<file path="config.mk">
export PLATFORM = sky130hd
export DESIGN_NAME = key_debounce_repeat
export DESIGN_NICKNAME = d
export VERILOG_FILES = /design/src/rtl/key_pkg.sv /design/src/rtl/key_channel.sv /design/src/rtl/key_debounce_repeat.sv
export SDC_FILE = /design/constraint.sdc
export NUM_CORES = 1
export LEC_CHECK = 0
export ABC_AREA = 1
export BUFFER_PORTS_ARGS = -buffer_cell sky130_fd_sc_hd__buf_2
export CAP_MARGIN = 20
export CORE_AREA = 2 2 310 312
export DETAILED_ROUTE_END_ITERATION = 7
export DIE_AREA = 0 0 312 314
export PLACE_DENSITY = 0.42
export SETUP_SLACK_MARGIN = 0.3
export SLEW_MARGIN = 20
export SYNTH_ARGS = -nofsm -noshare
export SYNTH_HDL_FRONTEND = slang
export SYNTH_HIERARCHICAL = 1
export SYNTH_SLANG_ARGS = --single-unit
</file>
<file path="constraint.sdc">
create_clock -name clk -period 1.53 [get_ports clk]
set_input_delay 0.306 -clock clk [delete_from_list [all_inputs] [get_ports clk]]
set_output_delay 0.306 -clock clk [all_outputs]
set_load 0.03 [all_outputs]
</file>
<file path="src/rtl/key_pkg.sv">
// Shared types and helpers for the multi-channel key debouncer with auto-repeat.
package key_pkg;

  typedef enum logic [1:0] {
    IDLE   = 2'd0,
    DELAY  = 2'd1,
    REPEAT = 2'd2,
    HOLD   = 2'd3
  } rep_state_e;

  function automatic int ms_to_cyc(input int freq, input int ms);
    return freq / 1000 * ms;
  endfunction

  function automatic int cnt_w(input int n);
    return (n < 2) ? 1 : $clog2(n);
  endfunction

endpackage

</file>
<file path="src/rtl/key_channel.sv">
// One key channel: 2-flop synchroniser, debounce filter, auto-repeat FSM and pulse registers.
// Works in "pressed = 1" polarity; the top maps pin polarity in and out.
//
// state  | meaning
// IDLE   | key released, nothing scheduled
// DELAY  | press accepted, timing the initial repeat delay
// REPEAT | periodic repeat pulses at the repeat rate
// HOLD   | key held with repeat disabled; waits for release only
module key_channel
  import key_pkg::*;
#(
  parameter int DB_CYC = 1,
  parameter int RD_CYC = 1,
  parameter int RR_CYC = 1,
  parameter int CNT_W  = 1
) (
  input  logic clk,
  input  logic rst_n,
  input  logic pressed_raw,
  input  logic repeat_en,
  output logic stable,
  output logic key_press,
  output logic key_release,
  output logic key_event
);

  localparam logic [CNT_W-1:0] DB_LAST = CNT_W'(DB_CYC - 1);
  localparam logic [CNT_W-1:0] RD_LAST = CNT_W'(RD_CYC - 1);
  localparam logic [CNT_W-1:0] RR_LAST = CNT_W'(RR_CYC - 1);

  logic             s1, s2;
  logic [CNT_W-1:0] dcnt;
  logic [CNT_W-1:0] rcnt, rcnt_n;
  rep_state_e       state, state_n;
  logic             accept, acc_press, acc_rel, rep_pulse;

  assign accept    = (s2 != stable) && (dcnt == DB_LAST);
  assign acc_press = accept & s2;
  assign acc_rel   = accept & ~s2;

  always_ff @(posedge clk or negedge rst_n) begin
    if (!rst_n) begin
      s1          <= 1'b0;
      s2          <= 1'b0;
      stable      <= 1'b0;
      dcnt        <= '0;
      rcnt        <= '0;
      state       <= IDLE;
      key_press   <= 1'b0;
      key_release <= 1'b0;
      key_event   <= 1'b0;
    end else begin
      s1 <= pressed_raw;
      s2 <= s1;
      // Any return to the accepted level restarts the stability window.
      if (s2 == stable) begin
        dcnt <= '0;
      end else if (dcnt == DB_LAST) begin
        stable <= s2;
        dcnt   <= '0;
      end else begin
        dcnt <= dcnt + CNT_W'(1);
      end
      rcnt        <= rcnt_n;
      state       <= state_n;
      key_press   <= acc_press;
      key_release <= acc_rel;
      key_event   <= acc_press | rep_pulse;
    end
  end

  always_comb begin
    state_n   = state;
    rcnt_n    = rcnt;
    rep_pulse = 1'b0;
    case (state)
      IDLE: begin
        if (acc_press) begin
          state_n = repeat_en ? DELAY : HOLD;
          rcnt_n  = '0;
        end
      end
      DELAY: begin
        if (!repeat_en) begin
          state_n = HOLD;
          rcnt_n  = '0;
        end else if (rcnt == RD_LAST) begin
          rep_pulse = 1'b1;
          rcnt_n    = '0;
          state_n   = REPEAT;
        end else begin
          rcnt_n = rcnt + CNT_W'(1);
        end
      end
      REPEAT: begin
        if (!repeat_en) begin
          state_n = HOLD;
          rcnt_n  = '0;
        end else if (rcnt == RR_LAST) begin
          rep_pulse = 1'b1;
          rcnt_n    = '0;
        end else begin
          rcnt_n = rcnt + CNT_W'(1);
        end
      end
      HOLD: begin
        rcnt_n = '0;
      end
      default: begin
        state_n = IDLE;
        rcnt_n  = '0;
      end
    endcase
    // A release wins over any repeat due in the same cycle.
    if (acc_rel) begin
      state_n   = IDLE;
      rcnt_n    = '0;
      rep_pulse = 1'b0;
    end
  end

endmodule

</file>
<file path="src/rtl/key_debounce_repeat.sv">
// Multi-channel key debouncer with press/release pulses and per-key auto-repeat.
// Each channel is filtered independently; timing is given in milliseconds.
module key_debounce_repeat
  import key_pkg::*;
#(
  parameter int CLK_FREQ        = 50_000_000,
  parameter int KEY_CNT         = 8,
  parameter int DEBOUNCE_MS     = 20,
  parameter int REPEAT_DELAY_MS = 300,
  parameter int REPEAT_RATE_MS  = 100,
  parameter int ACTIVE_LOW      = 1
) (
  input  logic               clk,
  input  logic               rst_n,
  input  logic [KEY_CNT-1:0] keys,
  input  logic [KEY_CNT-1:0] repeat_en,
  output logic [KEY_CNT-1:0] keys_stable,
  output logic [KEY_CNT-1:0] key_press,
  output logic [KEY_CNT-1:0] key_release,
  output logic [KEY_CNT-1:0] key_event
);

  localparam int DB_CYC  = ms_to_cyc(CLK_FREQ, DEBOUNCE_MS);
  localparam int RD_CYC  = ms_to_cyc(CLK_FREQ, REPEAT_DELAY_MS);
  localparam int RR_CYC  = ms_to_cyc(CLK_FREQ, REPEAT_RATE_MS);
  localparam int MAX_AB  = (DB_CYC > RD_CYC) ? DB_CYC : RD_CYC;
  localparam int MAX_CYC = (MAX_AB > RR_CYC) ? MAX_AB : RR_CYC;
  localparam int CNT_W   = cnt_w(MAX_CYC);

  // XOR mask turning pin polarity into "pressed = 1" and back.
  localparam logic [KEY_CNT-1:0] POL_MASK = (ACTIVE_LOW != 0) ? '1 : '0;

  if (DB_CYC < 1 || RD_CYC < 1 || RR_CYC < 1) begin : g_bad_cfg
    $error("key_debounce_repeat: derived cycle counts must be at least 1");
  end

  logic [KEY_CNT-1:0] pressed_raw;
  logic [KEY_CNT-1:0] stable_p;

  assign pressed_raw = keys ^ POL_MASK;
  assign keys_stable = stable_p ^ POL_MASK;

  for (genvar i = 0; i < KEY_CNT; i++) begin : g_ch
    key_channel #(
      .DB_CYC(DB_CYC),
      .RD_CYC(RD_CYC),
      .RR_CYC(RR_CYC),
      .CNT_W (CNT_W)
    ) u_ch (
      .clk        (clk),
      .rst_n      (rst_n),
      .pressed_raw(pressed_raw[i]),
      .repeat_en  (repeat_en[i]),
      .stable     (stable_p[i]),
      .key_press  (key_press[i]),
      .key_release(key_release[i]),
      .key_event  (key_event[i])
    );
  end

endmodule

</file>
* Yosys cells after proc, flatten, opt, wreduce, memory -nomap -nowiden
Index checks and enable logic that the tools add are counted.
** Cells by class
- Reductions and logical operators :: 40
- Multiplexer cells :: 176
- Shift operators :: 0
- $add $sub $neg :: 16
- Multipliers :: 0
- Divide/modulo/power cells :: 0
- Bitwise gates (word level) :: 42
- Equality and inequality tests :: 88
- Order comparisons :: 0
** Operators with widths (number)
- 24-bit two-way mux :: 64
- 24-bit one-hot mux with 4 select lines :: 8
- 24-bit by 1-bit adder with 24-bit output (second input constant) :: 16
- 24-bit by 20-bit equality test with 1-bit output (second input constant) :: 8
- 24-bit by 23-bit equality test with 1-bit output (second input constant) :: 8
- 24-bit equality test (second input constant) :: 8
- 2-bit two-way mux :: 48
- 2-bit one-hot mux with 3 select lines :: 8
- 1-bit two-way mux :: 40
- 2-bit equality test (second input constant) :: 16
- 4-bit by 2-bit inequality test with 1-bit output (second input constant) :: 8
- 4-bit AND reduction :: 8
- 4-bit nonzero test :: 8
- 3-bit by 1-bit inequality test with 1-bit output (second input constant) :: 8
- 3-bit by 2-bit inequality test with 1-bit output (second input constant) :: 8
- 1-bit AND :: 16
- 2-bit by 1-bit equality test with 1-bit output (second input constant) :: 8
- 2-bit logical NOT :: 8
- 1-bit inverter :: 16
- 8-bit inverter :: 2
- 1-bit one-hot mux with 2 select lines :: 8
- 2-bit AND reduction :: 8
- 1-bit equality test :: 8
- 1-bit logical AND :: 8
- 2 further kinds :: 16
** Storage, ports and cells
- Word-level logic and storage cells :: 434
- Memories :: 0
- RAM bits :: 0
- Flip-flop bits (word level) :: 448
- Bits in latches :: 0
- Input port bits :: 18
- ROM bits :: 0

* Logic depth before layout (Yosys ltp)
Gate-level depths: netlist of the first run.
- Depth in word-level cells :: 6
- Mapped depth :: 13
- Gate-level depth less buffers :: 12

* Hierarchy
Netlist of the first run, hierarchy kept.
** Modules (own cells, without submodules)
- key_channel at g_ch[0].u_ch ... :: instances 6, cells each 473, area an instance 3564.7 µm²
- key_channel at g_ch[7].u_ch :: instances 1, cells each 461, area an instance 3373.2 µm²
- key_channel at g_ch[2].u_ch :: instances 1, cells each 464, area an instance 3368.2 µm²
- key_debounce_repeat :: instances 1, cells each 16, area an instance 60.1 µm²

* Worst setup path after synthesis of the first run
No wires, ideal clock.
- Kind :: reg2reg
- Start point :: reg g_ch[0].u_ch.dcnt[0]
- End point :: reg g_ch[0].u_ch.rcnt[12]
- Arrival :: 1.514 ns
- Setup slack :: -0.103 ns
- Setup time :: 0.119 ns
- Period minus slack after synthesis :: 1.633 ns
- Stages on the path, launching flop included :: 14
- Required time :: 1.411 ns
- Cell sequence :: dfrtp_1 > ha_1 > nand2_1 > inv_1 > nand3_4 > nor2_4 > nand3_2 > nand2_2 > nor2_2 > nand2_2 > nand2_4 > clkinv_4 > buf_12 > nor2_2
** Between the ends
- Longest elaborated chain between the ends :: 4
** RTL lines
- from (decl) :: RTL line key_channel.sv:32 : logic [CNT_W-1:0] dcnt;
- from (signal assigned) :: RTL line key_channel.sv:62 : dcnt <= dcnt + CNT_W'(1);
- 24-bit by 20-bit equality test with 1-bit output (*) :: RTL line key_channel.sv:37 : assign accept = (s2 != stable) && (dcnt == DB_LAST);
- 1-bit logical AND (*) :: RTL line key_channel.sv:37
- 1-bit AND (on tied branches) :: RTL line key_channel.sv:39, key_channel.sv:38
- 3-bit by 1-bit inequality test with 1-bit output (no line) / 24-bit two-way mux (equally long branches)
- to (signal assigned) :: RTL line key_channel.sv:64 : rcnt <= rcnt_n;
- to (decl) :: RTL line key_channel.sv:33 : logic [CNT_W-1:0] rcnt, rcnt_n;
Every way passes the cells marked *; elsewhere a longest branch is shown, timed or not.
A chain may end at the register's enable or synchronous reset.

* Final worst setup path of the first run
- Start point :: reg g_ch[4].u_ch.dcnt[0]
- End point :: reg g_ch[4].u_ch.rcnt[5]
** Between the ends
- Longest elaborated chain between the ends :: 4
** RTL lines (RTL line)
- from (decl) :: key_channel.sv:32
- from (signal assigned) :: key_channel.sv:62
- 24-bit by 20-bit equality test with 1-bit output (*) :: key_channel.sv:37
- 1-bit logical AND (*) :: key_channel.sv:37
- 1-bit AND (on tied branches) :: key_channel.sv:39, key_channel.sv:38
- 3-bit by 1-bit inequality test with 1-bit output (no line) / 24-bit two-way mux (equally long branches)
- to (signal assigned) :: key_channel.sv:64
- to (decl) :: key_channel.sv:33
Marks and branches as above.

==> summary.md, run 1 <==
| Metric | Value |
|---|---|
| Largest net degree at the start of global routing | `66` |
| Row count | `113` |
| Worst-path cell chain | `ha_2, nand2_2, inv_2, nand3_4, nor2_4, nand3_4, buf_12, nand2_8, buf_6, nand2_8, clkinv_8, nor2_2` |
| # diodes | `0` |
| First-pass GRT wire length | `143 mm` |
| Final max-slew violation count | `0` |
| Hold_ws | `0.0747 ns` |
| Post-synthesis register bit count | `448` |
| Worst slew pin tran | `0.470 ns` |
| Total number of vias | `28.2k` |
| Total Routing Usage GR | `17.5%` |
| ANT nets after route | `0` |
| Share of layout cells above drive strength 1 | `46.2%` |
| CP top delay family | `simple AND/OR/NAND/NOR gates` |
| Core area | `94,400 um2` |
| Peak VDD IR | `860 uV` |
| Crit end category | `register` |
| Starting density of the core | `29.8%` |
| Drt first pass iters | `5` |
| CTS tree | `done` |
| Fin crit period | `1.81 ns` |
| Sequential fraction of the synthesis area | `39.8%` |
| Dpl hpwl | `60.4 mm` |
| Post-Syn Instances | `3,779` |
| Dpl cells | `5,933` |
| DIE WIDTH | `312 um` |
| Crit-path max cell delay | `0.36 ns` |
| DRT iter0 DRCs | `1,315` |
| Ys async rst share | `100%` |
| Area growth, synth to finish | `60.8%` |
| Clock-pin slew on the worst setup and hold paths | `0.06 ns` |
| Crit path launch type | `register` |
| Vias in the first global route | `28.9k` |
| Final setup violation count | `370` |
| Final WS setup | `-0.278 ns` |
| Routed len/inst | `13.5 um` |
| Clk Latency, worst-skew pair | `0.65 ns` |
| Final wirelength | `84.6 mm` |
| Max Buffers Root-to-Sink | `3` |
| Synth top area share | `39.8%` |
| Non-Filler Instances | `6,270` |
| IO Count | `50` |
| Design Area, Final | `45,300 um2` |
| Area contributors post-synth | `dfrtp_1, nand2_1, nor2_1` |
| Max Clk Rate | `553 MHz` |
| Hold Path Class | `input pin to register` |
| Post-synth EDFFs | `0` |
| GP Congestion | `0.867` |
| Max transition margin | `68.5%` |
| Hold violation total from the final report | `0` |
| I/O Buffers | `49` |
| Multi-input gate area | `18,100 um2` |
| Initial antenna violation count | `0` |
| Reg area | `11,200 um2` |
| Crit path DAT | `2.35 ns` |
| Die Area | `98,000 um2` |
| P_int | `20.7 mW` |
| Nets | `5,019` |
| WS Path Type | `register to register` |
| Vias per cell | `4.49` |
| Logic pwr share | `4.0%` |
| Sink Count | `448` |
| Clock share of power | `51.8%` |
| Post-synthesis cell area | `28,200 um2` |
| Post-placement cell area | `37,100 um2` |
| H-tree levels | `2` |
| Yosys warning count | `6` |
| Post-synth top area cell | `dfrtp_1` |
| Post-synth cell types | `48` |
| Layout Skew | `0.0271 ns` |
| Slowest CP cell | `dfrtp_1` |
| Worst slack, placed | `-0.277 ns` |
| Die Y | `314 um` |
| Ys flop type | `dfrtp_1` |
| Inserted Clock Buffers | `59` |
| Fin util | `48.0%` |
| Filler cell count | `9,356` |
| Root Driver | `clkbuf_16` |
| Maxcap violations | `0` |
| Sw Share | `23.4%` |
| RSZ-0062 raised after global routing | `yes` |
| Post-synth top cells | `nand2_1, nor2_1, dfrtp_1, inv_1, nand3_1` |
| Switch Pwr | `6.34 mW` |
| Failing checks | `negative setup slack` |
| Grt total ovfl | `0` |
| Syn_nets | `3,837` |
| Remaining routing DRC violations | `0` |
| Final worst-path cycle share | `118%` |
| WP buf/inv | `4` |
| Worst path required time | `2.07 ns` |
| Power Dens Cells | `597 nW/um2` |
| Max FO, Critical Path | `8` |
| Pleak | `21.3 nW` |
| Status | `finished, violations left` |
| Syn_area_per_cell | `7.46 um2` |
| Flop pwr share | `44.2%` |
| Most common cell in the netlist | `nand2_1` |
layout make-up:
type	instances	share of cell area, %
clock buffers	87	3.78
clock inverters	18	0.494
inverters	503	4.70
multi-input cells	2772	39.9
flip-flops and latches	448	24.8
well taps	1265	3.49
repair buffers	1167	22.5
repair inverters	10	0.317
power groups by stage:
stage	sequential (mW)	combinational, mW	clock [mW]
2_1_floorplan	12.2	0.254	0
3_3_place_gp	12.2	0.872	0
3_5_place_dp	12.2	0.875	0
4_1_cts	12.0	1.08	14.7
5_1_grt	12.0	1.23	15.1
6_report	12.0	1.08	14.0
sequential cells by signal, summed over array words and instances (netlist names):
| name | count |
|---|---|
| g_ch.u_ch/dcnt | 192 |
| g_ch.u_ch/s1 | 8 |
| g_ch.u_ch/state | 16 |
| g_ch.u_ch/key_press | 8 |
| g_ch.u_ch/key_event | 8 |
| g_ch.u_ch/stable | 8 |
| g_ch.u_ch/s2 | 8 |
| g_ch.u_ch/key_release | 8 |
| g_ch.u_ch/rcnt | 192 |
per-stage QoR:
stage / power, mW / setup TNS [ns]
floorplan: 12.4 / -7.23
global placement: 13.1 / -41.96
detailed placement: 13.1 / -44.96
CTS: 27.8 / -44.94
global route: 28.3 / -94.45
finish: 27.1 / -48.82
metal layers:
metal | routed length, um | vias to the layer above | GRT usage, %
li1 | - | 14600 | -
met3 | 2270 | 114 | 2.04
met2 | 40400 | 296 | 29.8
met1 | 39900 | 13200 | 23.3
met4 | 2000 | 0 | 5.05
met5 | 0 | - | 0
logic make-up after synthesis:
logic type | count (synthesis) | share of synthesized area (%)
AOI/OAI and AO/OA | 219 | 4.57
xor gates and xnor gates | 133 | 4.13
adders and majority gates | 40 | 1.78
buffers and inverters | 561 | 8.79
DFF | 448 | 39.8
muxes | 1 | 0.0355
and+or+nand+nor | 2377 | 40.9
cells in the final DEF (no fill, tap or decap), types with 20 or more instances in the layout:
cell type,instances
nand2_2,169
xor2_1,87
nor3_2,39
nand2_4,64
nand3_4,43
o21ai_1,40
nor2_4,131
a21oi_1,73
inv_2,77
nand2_8,22
nand4_1,193
nand3_1,147
buf_6,172
ha_1,24
nor2_2,174
o21ai_2,36
inv_4,22
buf_4,907
clkbuf_16,61
nor2_1,480
dfrtp_1,438
nor3_4,20
nand2_1,663
xor2_2,31
nand3_2,104
buf_12,43
nor3_1,72
inv_1,376
worst reg2reg max path, delay by kind of cell, from the launching register on:
kind / cells / cell delay (ns)
adder cells (fa/ha/maj): 1 / 0.19
buffers and inverters: 4 / 0.49
flip-flops: 1 / 0.36
AND/OR/NAND/NOR: 7 / 0.65
final timing paths:
kind | slack [ns] | start | endpoint | cells past startpoint
setup / recovery | -0.28 | g_ch[4].u_ch/dcnt[0] | g_ch[4].u_ch/rcnt[5] | 12
hold / removal | 0.07 | repeat_en[5] | g_ch[5].u_ch/rcnt[0] | 4
setup reg to reg | -0.28 | g_ch[4].u_ch/dcnt[0] | g_ch[4].u_ch/rcnt[5] | 12
hold reg to reg | 0.35 | g_ch[1].u_ch/s1 | g_ch[1].u_ch/s2 | 0
max in group asynchronous | 0.80 | rst_n | g_ch[1].u_ch/rcnt[8] | 4
min in group asynchronous | 0.08 | rst_n | g_ch[2].u_ch/dcnt[4] | 2
timing repair:
item                       4_1_cts  5_1_grt
gates resized for setup        789      241
pin swaps                      294      171
setup buffers                  144       50
setup endpoints to repair      464      464
hold buffers                    13        0
gates cloned                    23        2
hold endpoints to repair       466        0
Power figures use the tool's default switching activity.
==> run 2: changes to the inputs <==
==> constraint.sdc (replaced) <==
create_clock -name clk -period 1.55 [get_ports clk]
set_input_delay 0.31 -clock clk [delete_from_list [all_inputs] [get_ports clk]]
set_output_delay 0.31 -clock clk [all_outputs]
set_load 0.03 [all_outputs]
==> summary.md, run 2 (synthesis gave the netlist of run 1 again) <==
| Metric | Value |
|---|---|
| WHS Path Cells | `4` |
| GP Congestion | `0.870` |
| Max Clk Rate | `558 MHz` |
| Area growth, synth to finish | `50.8%` |
| Total number of vias | `27.6k` |
| Final worst-path cycle share | `116%` |
| Tot Pwr | `27.1 mW` |
| Root Driver | `clkbuf_16` |
| Sink Count | `448` |
| Nets | `4,874` |
| WS Path Type | `register to register` |
| Final wirelength | `81.1 mm` |
| Biggest regs | `g_ch.u_ch/dcnt x192, g_ch.u_ch/rcnt x192, g_ch.u_ch/state x16` |
| Final max-slew violation count | `0` |
| Row count | `113` |
| CTS tree | `done` |
| IO Count | `50` |
| Filler cell count | `9,640` |
| Routed len/inst | `13.2 um` |
| Layout Skew | `0.0199 ns` |
| Max Buffers Root-to-Sink | `3` |
| Share of layout cells above drive strength 1 | `40.2%` |
| RSZ-0062 raised after global routing | `yes` |
| Initial antenna violation count | `1` |
| Vias per cell | `4.50` |
| Total Routing Usage GR | `16.5%` |
| DIE WIDTH | `312 um` |
| Hold Path Class | `input pin to register` |
| Hold violation total from the final report | `0` |
| Worst slew pin tran | `0.454 ns` |
| Peak VDD IR | `838 uV` |
| Commonest non-fill, non-tap cell in the layout | `buf_4` |
| Dpl hpwl | `59.1 mm` |
| Remaining routing DRC violations | `0` |
| Crit path DAT | `2.38 ns` |
| DRT iter0 DRCs | `1,126` |
| Design Area, Final | `42,500 um2` |
| Most frequent cells in the layout | `buf_4, nand2_1, nor2_1` |
| Max transition margin | `69.5%` |
| Starting density of the core | `29.8%` |
| I/O Buffers | `49` |
| Final WS setup | `-0.243 ns` |
| Die Area | `98,000 um2` |
| Inserted Clock Buffers | `59` |
| Clock-pin slew on the worst setup and hold paths | `0.06 ns` |
| Post-placement cell area | `36,800 um2` |
| Vias in the first global route | `27.7k` |
| ANT nets after route | `0` |
| Failing checks | `negative setup slack` |
| Drt first pass iters | `7` |
| H-tree levels | `2` |
| Die Y | `314 um` |
| Clk Latency, worst-skew pair | `0.66 ns` |
| Maxcap violations | `0` |
| Crit path launch type | `register` |
| First-pass GRT wire length | `137 mm` |
| R2R cell count | `12` |
| Fin crit period | `1.79 ns` |
| Core area | `94,400 um2` |
| Status | `finished, violations left` |
| Max FO, Critical Path | `7` |
| # diodes | `0` |
| Grt total ovfl | `0` |
| Largest net degree at the start of global routing | `54` |
| Worst path required time | `2.13 ns` |
| Final setup violation count | `336` |
| Pleak | `20.3 nW` |
| Crit end category | `register` |
| Power Dens Cells | `637 nW/um2` |
-- run 2: changes by cell type in the layout (fill, tap and decap cells not counted), sizes merged --
cell         previous run  this run
buf                  1153      1004
bufinv                  4         5
clkbuf                 88        92
clkinv                 25        29
clkinvlp               11         2
dlygate4sd3            13        15
inv                   491       497
nand2                 918       919
-- run 2: report_power, final --
part | switching, mW | internal, mW
Clock | 5.59 | 8.78
Sequential | 0.0449 | 11.8
Combinational | 0.552 | 0.326
-- run 2: critical path: stages, from the launching register on --
cell     delay (ns)
dfrtp_1        0.37
ha_2           0.20
nand2_2        0.07
inv_2          0.08
nand3_4        0.10
nor2_4         0.14
nand3_4        0.12
nand2_8        0.15
buf_6          0.14
nand2_4        0.05
nor2_4         0.14
nand3_1        0.10
nand2_1        0.08
-- run 2: final cells by class --
type                    count  area, um2  share of cell area, %
multi-input cells        2773      16900                   39.8
flip-flops and latches    448      11200                   26.4
repair buffers           1023       8540                   20.1
inverters                 503       2070                   4.87
clock buffers              88       1800                   4.23
well taps                1265       1580                   3.72
clock inverters            22        259                  0.609
repair inverters            8        118                  0.277
-- run 2: path summary, 6_finish.rpt --
| kind | endpoint | slack [ns] | startpoint |
|---|---|---|---|
| min in group asynchronous | g_ch[1].u_ch/dcnt[3] | 0.19 | rst_n |
| hold reg to reg | g_ch[0].u_ch/s2 | 0.35 | g_ch[0].u_ch/s1 |
| setup reg to reg | g_ch[5].u_ch/rcnt[1] | -0.24 | g_ch[5].u_ch/dcnt[1] |
| hold / removal | g_ch[4].u_ch/rcnt[16] | 0.08 | repeat_en[4] |
| setup / recovery | g_ch[5].u_ch/rcnt[1] | -0.24 | g_ch[5].u_ch/dcnt[1] |
| max in group asynchronous | g_ch[3].u_ch/rcnt[17] | 0.60 | rst_n |
-- run 2: per-stage QoR --
| stage | util (%) | cells | TNS (ns) | setup slack [ns] | hold slack (ns) |
|---|---|---|---|---|---|
| after floorplan | - | 3779 | -4.43 | -0.0673 | 0.0144 |
| after global placement | 38.9 | 5896 | -37.63 | -0.253 | 0.234 |
| after detailed placement | 38.9 | 5896 | -42.16 | -0.274 | 0.233 |
| after CTS | 43.1 | 6085 | -38.86 | -0.202 | 0.0101 |
| after global routing | 45.0 | 6130 | -81.23 | -0.340 | 0.0622 |
| final | 45.0 | 6130 | -35.35 | -0.243 | 0.0825 |
-- run 2: what timing repair did --
action,4_1_cts,5_1_grt
hold buffers,15,0
pin swaps,127,166
buffers inserted,49,36
setup endpoints to repair,462,464
gates cloned,15,9
hold endpoints to repair,360,0
resized for setup,244,333
-- run 2: metal layers --
layer	share of wire (%)	GRT usage, %	wire length [um]
met1	47	22.1	37800
met2	48	28.0	38700
met3	3.2	2.06	2630
met4	2.3	4.77	1880
met5	0	0	0
